**src/rtl/fifo_stream_reader.sv**
```systemverilog
`default_nettype none
// ============================================================================
// Module   : fifo_stream_reader
// Brief    : Drains a non-showahead FIFO read port into a valid/ready stream
//            through a small skid buffer that hides the one-cycle q latency.
// Revision : 1.0
// ============================================================================
module fifo_stream_reader #(
    parameter int DATA_LEN  = 16,
    parameter int BUF_DEPTH = 3,
    parameter int CNT_LEN   = 32
) (
    input  logic                           clk,
    input  logic                           reset_n,
    output logic                           fifo_rd_en,
    input  logic                           fifo_rd_empty,
    input  logic [DATA_LEN-1:0]            fifo_data_out,
    output logic                           out_valid,
    input  logic                           out_ready,
    output logic [DATA_LEN-1:0]            out_data,
    output logic [$clog2(BUF_DEPTH+1)-1:0] occupancy,
    output logic [CNT_LEN-1:0]             word_count
);

    localparam int                 c_OCC_W    = $clog2(BUF_DEPTH + 1);
    localparam int                 c_PTR_W    = (BUF_DEPTH > 1) ? $clog2(BUF_DEPTH) : 1;
    localparam logic [c_PTR_W-1:0] c_PTR_LAST = c_PTR_W'(BUF_DEPTH - 1);
    localparam logic [c_PTR_W-1:0] c_PTR_ONE  = c_PTR_W'(1);
    localparam logic [c_OCC_W-1:0] c_OCC_ONE  = c_OCC_W'(1);
    localparam logic [c_OCC_W:0]   c_DEPTH    = (c_OCC_W + 1)'(BUF_DEPTH);
    localparam logic [CNT_LEN-1:0] c_CNT_ONE  = CNT_LEN'(1);

    logic [c_OCC_W-1:0]  occ_q;
    logic [c_OCC_W-1:0]  occ_d;
    logic                inflight_q;
    logic [c_PTR_W-1:0]  wr_ptr_q;
    logic [c_PTR_W-1:0]  rd_ptr_q;
    logic [DATA_LEN-1:0] buf_q [BUF_DEPTH];
    logic [CNT_LEN-1:0]  word_count_q;

    logic                w_pop;
    logic [c_OCC_W:0]    w_reserved;

    function automatic logic [c_PTR_W-1:0] next_ptr(input logic [c_PTR_W-1:0] ptr);
        return (ptr == c_PTR_LAST) ? '0 : ptr + c_PTR_ONE;
    endfunction

    // Slots are reserved for the in-flight word, so a read is only issued when
    // its data is guaranteed a place; out_ready never reaches fifo_rd_en.
    assign w_reserved = {1'b0, occ_q} + {{c_OCC_W{1'b0}}, inflight_q};
    assign fifo_rd_en = reset_n && !fifo_rd_empty && (w_reserved < c_DEPTH);

    assign out_valid  = (occ_q != '0);
    assign w_pop      = out_valid && out_ready;
    assign out_data   = buf_q[rd_ptr_q];
    assign occupancy  = occ_q;
    assign word_count = word_count_q;

    always_comb begin
        occ_d = occ_q;
        case ({inflight_q, w_pop})
            2'b10:   occ_d = occ_q + c_OCC_ONE;
            2'b01:   occ_d = occ_q - c_OCC_ONE;
            default: occ_d = occ_q;
        endcase
    end

    always_ff @(posedge clk) begin
        if (!reset_n) begin
            occ_q        <= '0;
            inflight_q   <= 1'b0;
            wr_ptr_q     <= '0;
            rd_ptr_q     <= '0;
            word_count_q <= '0;
            for (int i = 0; i < BUF_DEPTH; i++) begin
                buf_q[i] <= '0;
            end
        end else begin
            occ_q      <= occ_d;
            inflight_q <= fifo_rd_en;
            if (inflight_q) begin
                buf_q[wr_ptr_q] <= fifo_data_out;
                wr_ptr_q        <= next_ptr(wr_ptr_q);
            end
            if (w_pop) begin
                rd_ptr_q     <= next_ptr(rd_ptr_q);
                word_count_q <= word_count_q + c_CNT_ONE;
            end
        end
    end

endmodule
`default_nettype wire
```
**config.mk**
```make
export PLATFORM = sky130hd
export DESIGN_NAME = fifo_stream_reader
export DESIGN_NICKNAME = d
export VERILOG_FILES = /design/src/rtl/fifo_stream_reader.sv
export SDC_FILE = /design/constraint.sdc
export NUM_CORES = 1
export LEC_CHECK = 0
export CELL_PAD_IN_SITES_DETAIL_PLACEMENT = 0
export CELL_PAD_IN_SITES_GLOBAL_PLACEMENT = 1
export CORE_MARGIN = 3
export CORE_UTILIZATION = 43
export CTS_CLUSTER_SIZE = 30
export DETAILED_ROUTE_END_ITERATION = 7
export PLACE_DENSITY_LB_ADDON = 0.1
export SLEW_MARGIN = 20
export SYNTH_ARGS = -nofsm -noshare
export SYNTH_HDL_FRONTEND = slang
export SYNTH_SLANG_ARGS = --single-unit
```
**constraint.sdc**
```tcl
create_clock -name clk -period 2.6 [get_ports clk]
set_clock_uncertainty 0.05 [all_clocks]
set_input_delay 0.26 -clock clk [delete_from_list [all_inputs] [get_ports clk]]
set_output_delay 0.26 -clock clk [all_outputs]
set_load 0.02 [all_outputs]
```
==> results by group <==
Timing
  • Max transition margin: 53.8%
  • WHS: 0.431 ns
  • Final setup violation count: 0
  • Fin crit share: roughly 93%
  • Slew Limit Fails: 0
  • Final min period: 2.42 ns
  • RSZ-0062 raised after global routing: no
  • Worst-Margin Slew: 0.686 ns
  • Hold Vio Cnt, Final: 0
  • Max Fclk: around 410 MHz
  • Post-Route Setup TNS: 0 ns

Worst setup path
  • Worst r2r dst: word_count[28]
  • Critical path class: reg2out
  • CP Capture Type: output port
  • Worst Path Arrival: around 2.1 ns
  • R2r startpoint: word_count[0]
  • Reg-to-reg setup timing slack: 0.32 ns
  • Crit-path max FO: 16
  • FF-to-FF path depth: 5
  • WP data required: 2.29 ns
  • Startpoint Class: flip-flop

Clock tree
  • Post-CTS Hold Buffers: 0
  • Clk slew on worst S/H paths: 0.10 ns
  • Worst skew pair latency: 0.36 ns
  • CTS tree: done
  • Clock root cell: clkbuf_8
  • CTS HTree Levels: 3
  • CTS Buffer Depth: 2
  • CTS sink count: 105
  • TritonCTS buffer count: 9

Route
  • Average wire per standard cell: roughly 16 um
  • DRC viols: 0
  • First-pass DRT Iterations: 5
  • Routed wire length: 9210 um
  • Number of vias per cell: 5.22
  • Via Count: ~3,000
  • Antenna viol nets, final: 0
  • Detailed Route Iter0 Violations: 141

Global route
  • Initial antenna violation count: 0
  • Number of global-route vias before repair: a little over 3,000
  • Largest net degree at the start of global routing: 37
  • Total global-route track usage: 16.6%
  • Grt ovf: 0
  • First-pass GRT wire length: 15,300 um

Floorplan
  • Core area: 0.0104 mm2
  • I/O pin cnt: 72
  • Die X: 109 um
  • Chip Height: 109 um
  • Die area: 0.0119 mm2
  • Initial Util: between 40 and 50%
  • Rows: 37

Logic synthesis
  • Ys flop type: edfxtp_1
  • Post-synth ARST share: 0%
  • Synth warnings: 0
  • Synthesized area per cell: 12.5 um2
  • Post-synthesis register bit count: 105
  • Post-Syn Nets: 391
  • Post-Syn Instances: 367
  • Synthesized area: roughly 0.0046 mm2
  • EDFF count, synth: 64
  • Synth cell types: 37
  • Sequential area share after synthesis: between 50 and 60%

Run
  • Maxcap violations: 0

Finish
  • Area delta synth->final: 22.6%
  • Ratio of cells with drive above 1 in the final layout: 11.9%
  • N_diodes: 0
  • Commonest non-fill, non-tap cell in the layout: clkdlybuf4s50_1
  • Nets: 464
  • Final core occ: 54.3%
  • Post-route cell area: 0.00563 mm2
  • # fillers: 925
  • Leading cell types in the layout, fill and taps excluded: clkdlybuf4s50_1, edfxtp_1, and2_1, dfxtp_1, a21oi_1

Power and ir drop
  • Worst VDD drop: 0.000314 V
  • Power per cell area: roughly 630 mW/mm2
  • Pwr Total: 3.53 mW
  • LEAKAGE: around 1.9 nW

Hold path
  • Cell depth of the worst hold path: 2
  • Worst Hold Class: in2reg
  • Hold Path End: inflight_q
  • HP Start: fifo_rd_empty

Placed design
  • Dpl hpwl: 5910 um
  • Placed cell area: 0.00546 mm2
  • PortBufs: 71
  • RePlAce Congestion: about 0.70

Outcome
  • Status: completed
## metal layers
layer  global-route usage (%)  wire length, um
met1                     22.2             4210
met2                     27.3             4480
met3                     2.58              380
met4                     6.50              142
met5                        0                0
## kinds of logic after synthesis
logic type	Yosys count	synth area share (%)
buffers and inverters	34	3.33
muxes	19	8.51
xor gates and xnor gates	13	2.48
adders and majority gates	4	1.09
AOI/OAI and AO/OA	48	6.35
and+or+nand+nor	144	18.5
DFF	105	59.8
## state kept, by name (all words and copies together) (netlist names), named ones only
name and flops:
wr_ptr_q 2, rd_ptr_q 2, buf_q 64, word_count 32, occupancy 2, inflight_q 1
## area by class of cell
class	instances	area, um2	area share, %
sequential	105	2740	48.7
multi-input combinational	228	1690	30.1
timing repair buffer	84	807	14.3
tap	136	170	3.02
clock buffer	12	139	2.47
inverter	12	45.0	0.801
clock inverter	4	28.8	0.511
## per-stage QoR
step / instances / worst slack (ns)
2_1_floorplan: 367 / 0.189
6_report: 581 / 0.177
5_1_grt: 581 / 0.0618
4_1_cts: 581 / 0.124
3_5_place_dp: 565 / 0.237
3_3_place_gp: 565 / 0.281
## where the power goes
part           switching [mW]  internal [mW]  leakage (nW)
Clock                   0.546          0.363        0.0859
Combinational           0.353          0.372         0.809
Sequential             0.0583           1.84         0.973
Total                   0.957           2.58          1.87
## worst max path at each step
stage,end,slack (ns),cells past startpoint
after floorplan,fifo_rd_en,0.19,3
after global placement,word_count[24],0.28,5
after detailed placement,word_count[26],0.24,5
after CTS,out_data[9],0.12,3
after global routing,out_data[11],0.06,3
final,out_data[9],0.18,3
## synth_stat cells, drive strengths merged, types with 12 or more instances
cell type  count  area, um2
edfxtp        64       1920
and2          49        307
dfxtp         41        821
nor2          19       71.3
a21oi         22        110
mux4          16        360
or4           17        135
o31ai         14        105
nand2         15       56.3
clkbuf        17       63.8
inv           12       45.0
nand3         12       60.1
## worst max-delay path: stages (launching register included)
cell	delay (ns)
dfxtp_1	0.32
buf_4	0.31
mux4_2	0.56
clkdlybuf4s50_1	0.55
## what timing repair did
| item | CTS | global route |
|---|---|---|
| buffers inserted | 0 | 0 |
| gates resized for setup | 1 | 0 |
| setup endpoints to repair | 1 | 0 |
No activity file was read; power rests on OpenSTA's default activity.
